## src/rtl/fptoint.sv

```systemverilog
// IEEE-754 single-precision to two's-complement fixed-point converter.
// A four-state FSM (IDLE, CLASSIFY, SHIFT, SIGN) gives a fixed 4-cycle latency
// on every path. The result has FRAC_BITS fractional bits, truncates toward
// zero and saturates on out-of-range or invalid operands.
module fptoint #(
    parameter int FRAC_BITS = 0
) (
    input  logic        clk,
    input  logic        reset,
    input  logic        start,
    input  logic [31:0] dataa,
    output logic [31:0] result,
    output logic        busy,
    output logic        done,
    output logic        overflow
);

    localparam logic [1:0] S_IDLE     = 2'd0;
    localparam logic [1:0] S_CLASSIFY = 2'd1;
    localparam logic [1:0] S_SHIFT    = 2'd2;
    localparam logic [1:0] S_SIGN     = 2'd3;

    localparam logic [1:0] P_ZERO = 2'd0;
    localparam logic [1:0] P_NORM = 2'd1;
    localparam logic [1:0] P_SAT  = 2'd2;
    localparam logic [1:0] P_NAN  = 2'd3;

    logic [1:0]        state_q, state_d;
    logic [31:0]       op_q, op_d;
    logic [1:0]        path_q, path_d;
    logic              pov_q, pov_d;
    logic signed [9:0] e_q, e_d;
    logic [31:0]       mag_q, mag_d;
    logic [31:0]       result_q, result_d;
    logic              ovf_q, ovf_d;
    logic              done_q, done_d;

    // Saturation value chosen by the operand sign.
    function automatic logic [31:0] sat_value(input logic s);
        return s ? 32'h8000_0000 : 32'h7FFF_FFFF;
    endfunction

    // Apply the sign to an unsigned magnitude; -0 naturally yields 0.
    function automatic logic [31:0] apply_sign(input logic s, input logic [31:0] m);
        return s ? (~m + 32'd1) : m;
    endfunction

    // Operand fields and unbiased, scaled exponent.
    logic              sign_w;
    logic [7:0]        exp_w;
    logic [22:0]       frac_w;
    logic signed [9:0] e_w;
    logic [31:0]       mant_w;
    logic [4:0]        lsh_w, rsh_w;
    logic [31:0]       shifted_w;

    assign sign_w = op_q[31];
    assign exp_w  = op_q[30:23];
    assign frac_w = op_q[22:0];
    assign e_w    = $signed({2'b00, exp_w}) - 10'sd127 + $signed(10'(FRAC_BITS));
    assign mant_w = {8'b0, 1'b1, frac_w};
    // Shift amounts are only meaningful on the normal path where 0 <= e <= 30.
    assign lsh_w  = 5'(e_q - 10'sd23);
    assign rsh_w  = 5'(10'sd23 - e_q);
    assign shifted_w = (e_q >= 10'sd23) ? (mant_w << lsh_w) : (mant_w >> rsh_w);

    assign busy     = (state_q != S_IDLE);
    assign done     = done_q;
    assign result   = result_q;
    assign overflow = ovf_q;

    // Next-state and datapath decisions for each FSM state.
    always_comb begin
        state_d  = state_q;
        op_d     = op_q;
        path_d   = path_q;
        pov_d    = pov_q;
        e_d      = e_q;
        mag_d    = mag_q;
        result_d = result_q;
        ovf_d    = ovf_q;
        done_d   = 1'b0;
        case (state_q)
            S_IDLE: begin
                if (start) begin
                    op_d    = dataa;
                    state_d = S_CLASSIFY;
                end
            end
            S_CLASSIFY: begin
                e_d     = e_w;
                state_d = S_SHIFT;
                if (exp_w == 8'hFF) begin
                    path_d = (frac_w != 23'd0) ? P_NAN : P_SAT;
                    pov_d  = 1'b1;
                end else if (exp_w == 8'h00 || e_w < 10'sd0) begin
                    path_d = P_ZERO;
                    pov_d  = 1'b0;
                end else if (e_w >= 10'sd31) begin
                    path_d = P_SAT;
                    // -2^31 exactly is representable, so it is not an overflow.
                    pov_d  = !(sign_w && e_w == 10'sd31 && frac_w == 23'd0);
                end else begin
                    path_d = P_NORM;
                    pov_d  = 1'b0;
                end
            end
            S_SHIFT: begin
                mag_d   = (path_q == P_NORM) ? shifted_w : 32'd0;
                state_d = S_SIGN;
            end
            default: begin
                case (path_q)
                    P_NAN:   result_d = 32'h7FFF_FFFF;
                    P_SAT:   result_d = sat_value(sign_w);
                    default: result_d = apply_sign(sign_w, mag_q);
                endcase
                ovf_d   = pov_q;
                done_d  = 1'b1;
                state_d = S_IDLE;
            end
        endcase
    end

    // State and datapath registers, all cleared by the asynchronous reset.
    always_ff @(posedge clk or posedge reset) begin
        if (reset) begin
            state_q  <= S_IDLE;
            op_q     <= 32'd0;
            path_q   <= P_ZERO;
            pov_q    <= 1'b0;
            e_q      <= 10'sd0;
            mag_q    <= 32'd0;
            result_q <= 32'd0;
            ovf_q    <= 1'b0;
            done_q   <= 1'b0;
        end else begin
            state_q  <= state_d;
            op_q     <= op_d;
            path_q   <= path_d;
            pov_q    <= pov_d;
            e_q      <= e_d;
            mag_q    <= mag_d;
            result_q <= result_d;
            ovf_q    <= ovf_d;
            done_q   <= done_d;
        end
    end

endmodule

```

## config.mk

```make
export PLATFORM = sky130hd
export DESIGN_NAME = fptoint
export DESIGN_NICKNAME = d
export VERILOG_FILES = /design/src/rtl/fptoint.sv
export SDC_FILE = /design/constraint.sdc
export NUM_CORES = 1
export LEC_CHECK = 0
export BUFFER_PORTS_ARGS = -buffer_cell sky130_fd_sc_hd__buf_2
export CAP_MARGIN = 20
export CORE_UTILIZATION = 50
export DETAILED_ROUTE_END_ITERATION = 10
export PLACE_DENSITY = 0.68
export SYNTH_ARGS = -nofsm -noshare
export SYNTH_HDL_FRONTEND = slang
export SYNTH_SLANG_ARGS = --single-unit
export TNS_END_PERCENT = 5
```

## constraint.sdc

```tcl
create_clock -name clk -period 4.6 [get_ports clk]
set_clock_uncertainty 0.05 [all_clocks]
set_input_delay 0.92 -clock clk [delete_from_list [all_inputs] [get_ports clk]]
set_output_delay 0.92 -clock clk [all_outputs]
set_load 0.05 [all_outputs]
```

==> results.ini, run 1 <==
[cts]
clockBufferDepth = 2
cts_resized = 0
clk_pin_slew_ns = 0.08
cts_buffers = 9
cts_root_buf = clkbuf_16
cts_tree = built
cts_hold_buf = 0
clkSinkCount = 112
cts_setup_buffers = 0
cts_htree_levels = 3
clock_latency_ns = 0.37

[detailed_routing]
drtIter0Drc = 672
vias_per_cell = 6.69
drc_errors = 0
vias = 7910
wl_um = 25400
wl_per_cell_um = 21.5
firstDrtPassIters = 5
final_antenna_net_count = 0

[cells_and_area]
fin_area_sq_um = 9500
fin_cells = 1183
synthToLayoutAreaGrowth_pct = 8.55
num_antenna_cells = 0
nets = 1006
drive_gt1_share_pct = 21.4

[flow_run]
maxCapViolCount = 0

[yosys]
synthTopCellsByCount = dfrtp_1, nor2_1, clkbuf_1
synth_area_sq_um = 8750
avgSynthCellArea_sq_um = 9.25
synth_cell_types = 69
synth.most_common_cell = dfrtp_1
ys_seq_elements = 112
ys_seq_area_share_pct = 32.0
synth.area.top_cells = dfrtp_1, mux4_2, mux2i_1
syn_nets = 994
postSynth.asyncResetShare_pct = 100
yosysTopAreaCell = dfrtp_1
synth_top_area_share_pct = 32.0
synth-edff-count = 0
syn_inst = 946
ys.flop_type = dfrtp_1
yosysWarnings = 0

[worst_setup_path]
r2r-start = e_q[0]$_DFFE_PP0N_
cp_slowest_stage_delay_ns = 0.78
cp-end-kind = flop
cpMostUsedCell = ha_1
critPathRequiredTime_ns = 4.81
crit_chain = ha_1, ha_1, buf_4, nor2_1, a2111oi_0, o21ai_0, a32o_1
worstSetupStartpointType = flop
cp_top_family = compound AO/OA/AOI/OAI gates
crit_start = e_q[0]$_DFFE_PP0N_
timing.critical_path.buf_inv = 1
arrival_ns = 3.42
path_class = flop to flop
crit_slowest_cell = ha_1
critPathMaxFanout = 21

[die]
num_io_pins = 70
fp.dieArea_sq_um = 18000
die_y_um = 134
die_x_um = 134
start_util_pct = 52.0
core.rowCount = 47
core_area_sq_um = 16800

[placed_design]
portBuffers = 69
dp_slack_ns = 1.44
dp.final_hpwl_um = 18100
place_area_sq_um = 9180
dpl.cell_count = 1167
gp_congestion = 0.956

[global_routing]
grt_pass1_wl_um = 40600
grt_remaining_overflow = 0
grt_pass1_vias = 7070
antenna_found_initial = 0
grt.total_usage_pct = 28.9
grt_max_degree = 56

[sta]
slew_viol_final = 0
finalSetupViolations = 0
fmax_mhz = 312
hold_viol = 0
finalCritPeriodShare_pct = 69.8
fin_ws_ns = 1.39
rsz0062_at_grt = false
tns_ns = 0
period_needed_ns = 3.21
worst_slew_pin_slew_ns = 0.901
slew_headroom_pct = 39.4

[min_path]
hp-start = result[10]$_DFFE_PP0P_
min_path_type = flop to flop

[run_status]
status = complete, no violations

[final cells by class]
class,instances,area (sq um)
Clock buffer,10,239
Clock inverter,6,76.3
Fill cell,1547,7320
Inverter,30,115
Multi-Input combinational cell,715,5480
Sequential cell,112,2800
Tap cell,220,275
Timing Repair Buffer,90,503
[worst paths after layout]
| kind | endpoint | slack (ns) | depth (start not counted) |
|---|---|---|---|
| setup / recovery | mag_q[29]$_DFFE_PP0N_ | 1.39 | 7 |
| setup reg to reg | mag_q[29]$_DFFE_PP0N_ | 1.39 | 7 |
| hold reg to reg | result[10]$_DFFE_PP0P_ | 0.42 | 1 |
| min in group asynchronous | result[16]$_DFFE_PP0P_ | 0.54 | 2 |
| hold / removal | result[10]$_DFFE_PP0P_ | 0.42 | 1 |
| max in group asynchronous | e_q[0]$_DFFE_PP0N_ | 3.02 | 3 |
[per-layer routing]
metal	global-route usage, %	routed length, um	vias up
met5	0	0	-
met4	8.86	610	0
met2	44.4	11500	383
met3	4.61	2110	53
li1	-	-	3587
met1	41.8	11200	3887
[sequential cells by signal (all words and copies together), names as in the netlist]
signal and flops:
overflow 1, mag_q 32, result 32, state_q 2, pov_q 1, done 1, e_q 9, op_q 32
path_q 2
[stage by stage]
| stage | utilization (%) | hold WS (ns) |
|---|---|---|
| 2_1_floorplan | - | 0.429 |
| 3_3_place_gp | 54.6 | 0.406 |
| 3_5_place_dp | 54.6 | 0.413 |
| 4_1_cts | 56.5 | 0.431 |
| 5_1_grt | 56.5 | 0.447 |
| 6_report | 56.5 | 0.423 |
[cell families after synthesis]
kind of cell / count (synthesis) / share of synthesized area (%)
simple gates: 318 / 18.6
compound gates: 209 / 16.2
mux: 154 / 23.9
buf+inv: 119 / 5.28
flops: 112 / 32.0
xor+xnor: 21 / 2.10
fa+ha+maj: 13 / 1.86
[cells in the final DEF, fill, tap and decap left out, types with 6 or more instances in the layout]
master     count
mux4_2        39
o22ai_1       11
ha_1          13
nand4_1        6
nor4b_1        6
a21oi_1       40
mux2i_1       64
o221ai_1      10
dfrtp_1      111
a31oi_1       12
or4_1          6
nor2_1        83
buf_2         69
inv_1         25
nor3_1        34
nor2b_1       17
o21ai_0       43
o211ai_1      14
xnor2_1       14
o2111ai_1      9
buf_4         21
a211oi_1       9
clkbuf_16      9
mux2_2        51
xor2_1         7
nor4_1        34
nand3_1       14
o21a_1        12
nand2_1       69
nand2b_1      10
nor3b_1        7
[worst reg2reg max path: cells and delay by family (launching register included)]
family	cells	cell delay, ns
AO/OA/AOI/OAI	3	1.12
adder cells (fa/ha/maj)	2	1.06
buffers and inverters	1	0.38
flip-flops	1	0.42
AND/OR/NAND/NOR	1	0.09
Power of run 1 is not shown: default switching activity piles up to over one toggle a cycle in this logic, so the estimate is an artifact.
==> run 2: changes to the inputs <==
clock period = 3.16 ns   (was 4.6 ns; I/O delays follow)
==> run 2 against run 1 <==
  * Wire length increased by 2.5%
  * Cell count increased by 1.0%
  * Die area unchanged
  * Hold slack got worse by 0.090 ns
  * Maximum frequency increased by 14%
  * Worst setup slack got worse by 1.1 ns
  * Highest routed layer unchanged
  * Utilization increased by 0.76 points
  * Flip-flop and latch count unchanged
  * Critical path depth decreased by 2
==> results.ini, run 2 (same netlist as run 1, synthesis figures left out) <==
[sta]
slew_headroom_pct = 43.5
finalCritPeriodShare_pct = 89.5
fmax_mhz = 354
worst_slew_pin_slew_ns = 0.842
period_needed_ns = 2.83
rsz0062_at_grt = false
slew_viol_final = 0
finalSetupViolations = 0
hold_viol = 0

[min_path]
min_path_type = input port to asynchronous set/reset pin

[die]
die_y_um = 134
core.rowCount = 47
die_x_um = 134
core_area_sq_um = 16800
start_util_pct = 52.0
num_io_pins = 70
fp.dieArea_sq_um = 18000

[cts]
clockBufferDepth = 2
cts_setup_buffers = 0
clk_pin_slew_ns = 0.08
cts_root_buf = clkbuf_16
clock_latency_ns = 0.36
cts_tree = built
clkSinkCount = 112
cts_buffers = 9
cts_htree_levels = 3
cts_hold_buf = 0
cts_resized = 0

[detailed_routing]
wl_per_cell_um = 21.8
drc_errors = 0
firstDrtPassIters = 5
vias = 7938
final_antenna_net_count = 0
drtIter0Drc = 771
vias_per_cell = 6.64
wl_um = 26100

[global_routing]
grt_pass1_wl_um = 41700
antenna_found_initial = 0
grt_pass1_vias = 7328
grt_max_degree = 113
grt_remaining_overflow = 0
grt.total_usage_pct = 30.0

[worst_setup_path]
critPathRequiredTime_ns = 3.35
cp_top_family = simple AND/OR/NAND/NOR gates
cp_slowest_stage_delay_ns = 0.59
cp-end-kind = flop
crit_slowest_cell = or4_4
timing.critical_path.buf_inv = 0
crit_chain = or4_4, or4b_4, or2_4, o31a_1, or4_1
critPathMaxFanout = 7
path_class = flop to flop
worstSetupStartpointType = flop
arrival_ns = 3.02

[flow_run]
maxCapViolCount = 0

[cells_and_area]
final_common_cell = dfrtp_1
synthToLayoutAreaGrowth_pct = 10.0
drive_gt1_share_pct = 22.4
layout_common_cells = dfrtp_1, nor2_1, nand2_1, buf_2, mux2i_1
nets = 1018
fin_cells = 1195
num_antenna_cells = 0

[placed_design]
gp_congestion = 0.977
dpl.cell_count = 1179
portBuffers = 69
dp.final_hpwl_um = 18700

[run_status]
status = complete, no violations

## run 2: cell type report
cell class	instances	area [sq um]
Sequential cell	112	2800
Fill cell	1546	7190
Multi-Input combinational cell	715	5480
Tap cell	220	275
Clock inverter	7	101
Timing Repair Buffer	102	618
Clock buffer	9	225
Inverter	30	116
## run 2: final timing paths
path                                       startpoint                      to  slack, ns  cells past startpoint
worst max-delay path             mag_q[2]$_DFFE_PP0N_  result[23]$_DFFE_PP0P_       0.33                      5
worst min-delay path                            reset  result[17]$_DFFE_PP0P_       0.33                      3
worst max register to register   mag_q[2]$_DFFE_PP0N_  result[23]$_DFFE_PP0P_       0.33                      5
worst min register to register  result[6]$_DFFE_PP0P_   result[6]$_DFFE_PP0P_       0.43                      1
max in group asynchronous                       reset      e_q[0]$_DFFE_PP0N_       2.16                      3
min in group clk                                start  state_q[1]$_DFFE_PP0P_       0.43                      2
## run 2: per-layer routing
layer  global-route usage [%]  vias up  wire (um)
li1                         -     3612          -
met1                     42.5     3855      11500
met2                     46.0      407      11800
met3                     4.27       64       1910
met4                     12.5        0        893
met5                        0        -          0
## run 2: stage by stage
stage / instance area [sq um] / hold WS [ns] / setup TNS [ns] / setup slack (ns) / utilization, %
global route: 9620 / 0.421 / 0 / 0.201 / 57.2
global placement: 9300 / 0.408 / 0 / 0.394 / 55.3
floorplan: 8750 / 0.429 / -2.88 / -0.307 / -
CTS: 9620 / 0.416 / 0 / 0.334 / 57.2
detailed placement: 9300 / 0.417 / 0 / 0.350 / 55.3
finish: 9620 / 0.333 / 0 / 0.332 / 57.2
## run 2: worst min-delay path, cell delays in order
cell and delay (ns):
buf_2 0.11, clkinvlp_4 0.07, buf_12 0.40
Power of run 2 is left out for the same reason.
==> run 3: changes to the inputs <==
CORE_UTILIZATION = 30   (was 50)
PLACE_DENSITY = not set   (was 0.68)
==> run 3 against run 2 <==
  * Cell count rose by 15%
  * Critical endpoint unchanged
  * Non-clock buffer count rose by 11
  * Maximum frequency fell by 1.1%
  * Register-to-register slack got worse by 0.03 ns
==> results.ini, run 3 (same netlist as run 1, synthesis figures left out) <==
[placed_design]
gp_congestion = 0.933
place_area_sq_um = 9580
portBuffers = 69
dp.final_hpwl_um = 20100

[flow_run]
maxCapViolCount = 0

[detailed_routing]
wl_um = 27000
vias = 7930
drc_errors = 0
final_antenna_net_count = 0
drtIter0Drc = 810
firstDrtPassIters = 6
vias_per_cell = 5.79
wl_per_cell_um = 19.7

[worst_setup_path]
cp_slowest_stage_delay_ns = 0.60
rr_endpoint = result[23]$_DFFE_PP0P_
crit_slowest_cell = or4_4
reg2reg_slack_ns = 0.30
worstSetupStartpointType = flop
timing.critical_path.buf_inv = 0
critPathMaxFanout = 7
cp_num_cells = 5
arrival_ns = 3.06
critPathRequiredTime_ns = 3.36
reg2regPathDepth = 5
cp_top_family = simple AND/OR/NAND/NOR gates
r2r-start = mag_q[2]$_DFFE_PP0N_
cp-end-kind = flop
crit_chain = or4_4, or4b_4, or2_4, o31a_1, or4_1
path_class = flop to flop

[cts]
cts_resized = 0
clkSinkCount = 112
cts_buffers = 9
cts_setup_buffers = 0
cts_hold_buf = 0
cts_htree_levels = 3
cts_tree = built
clock_latency_ns = 0.37
clk_pin_slew_ns = 0.09
cts_root_buf = clkbuf_16
clockBufferDepth = 2

[die]
die_x_um = 173
die_y_um = 173
start_util_pct = 30.5
core.rowCount = 62
fp.dieArea_sq_um = 29800
num_io_pins = 70
core_area_sq_um = 28700

[sta]
fmax_mhz = 350
finalSetupViolations = 0
period_needed_ns = 2.86
rsz0062_at_grt = false
worst_slew_pin_slew_ns = 0.794
slew_headroom_pct = 46.7
finalCritPeriodShare_pct = 90.5
slew_viol_final = 0
hold_viol = 0

[global_routing]
grt_pass1_vias = 7378
antenna_found_initial = 0
grt_pass1_wl_um = 42700
grt.total_usage_pct = 18.0
grt_remaining_overflow = 0
grt_max_degree = 55

[cells_and_area]
fin_area_sq_um = 9890
synthToLayoutAreaGrowth_pct = 13.1
num_antenna_cells = 0
drive_gt1_share_pct = 23.3
final_common_cell = dfrtp_1
layout_common_cells = dfrtp_1, nor2_1, nand2_1, buf_2, mux2i_1
nets = 1029
fin_util_pct = 34.5
fillCellCount = 2940

[min_path]
min_path_type = input port to asynchronous set/reset pin

[run_status]
status = complete, no violations

run 3: cell types whose count changed in the layout (fill, tap and decap cells not counted), sizes merged:
cell	previous run	this run
clkbuf	9	10
bufinv	2	1
buf	102	113
clkinv	4	2
inv	29	32
clkinvlp	2	1
run 3: worst max-delay path by stage:
| stage | startpoint | end | slack, ns |
|---|---|---|---|
| global route | e_q[0]$_DFFE_PP0N_ | mag_q[29]$_DFFE_PP0N_ | 0.09 |
| CTS | mag_q[2]$_DFFE_PP0N_ | result[23]$_DFFE_PP0P_ | 0.30 |
| floorplan | e_q[0]$_DFFE_PP0N_ | mag_q[29]$_DFFE_PP0N_ | -0.31 |
| global placement | e_q[0]$_DFFE_PP0N_ | mag_q[29]$_DFFE_PP0N_ | 0.30 |
| finish | mag_q[2]$_DFFE_PP0N_ | result[23]$_DFFE_PP0P_ | 0.30 |
| detailed placement | e_q[0]$_DFFE_PP0N_ | mag_q[20]$_DFFE_PP0N_ | 0.31 |
run 3: area by class of cell:
| class | instances | area (sq um) | area share, % |
|---|---|---|---|
| multi-input cells | 715 | 5490 | 55.5 |
| well taps | 384 | 480 | 4.86 |
| clock inverters | 6 | 78.8 | 0.797 |
| flip-flops and latches | 112 | 2800 | 28.3 |
| clock buffers | 10 | 239 | 2.42 |
| repair buffers | 113 | 688 | 6.96 |
| inverters | 30 | 116 | 1.18 |
run 3: worst register-to-register path, cell delays in order (launching register included):
cell and delay (ns):
dfrtp_1 0.47, or4_4 0.60, or4b_4 0.56, or2_4 0.31, o31a_1 0.24, or4_1 0.52
run 3: metrics by stage:
| stage | hold WS, ns | worst slack [ns] | cells | TNS, ns |
|---|---|---|---|---|
| finish | 0.137 | 0.301 | 1370 | 0 |
| global route | 0.157 | 0.0865 | 1370 | 0 |
| CTS | 0.140 | 0.302 | 1370 | 0 |
| detailed placement | 0.416 | 0.305 | 1354 | 0 |
| global placement | 0.406 | 0.295 | 1353 | 0 |
| floorplan | 0.429 | -0.307 | 946 | -2.88 |
run 3: routing by layer:
layer	vias up	wire length, um	global-route usage [%]
met5	-	0	0
met4	0	758	6.56
met2	360	11800	26.5
met1	3873	12400	25.6
li1	3641	-	-
met3	56	2020	4.20
Power of run 3 is left out for the same reason.
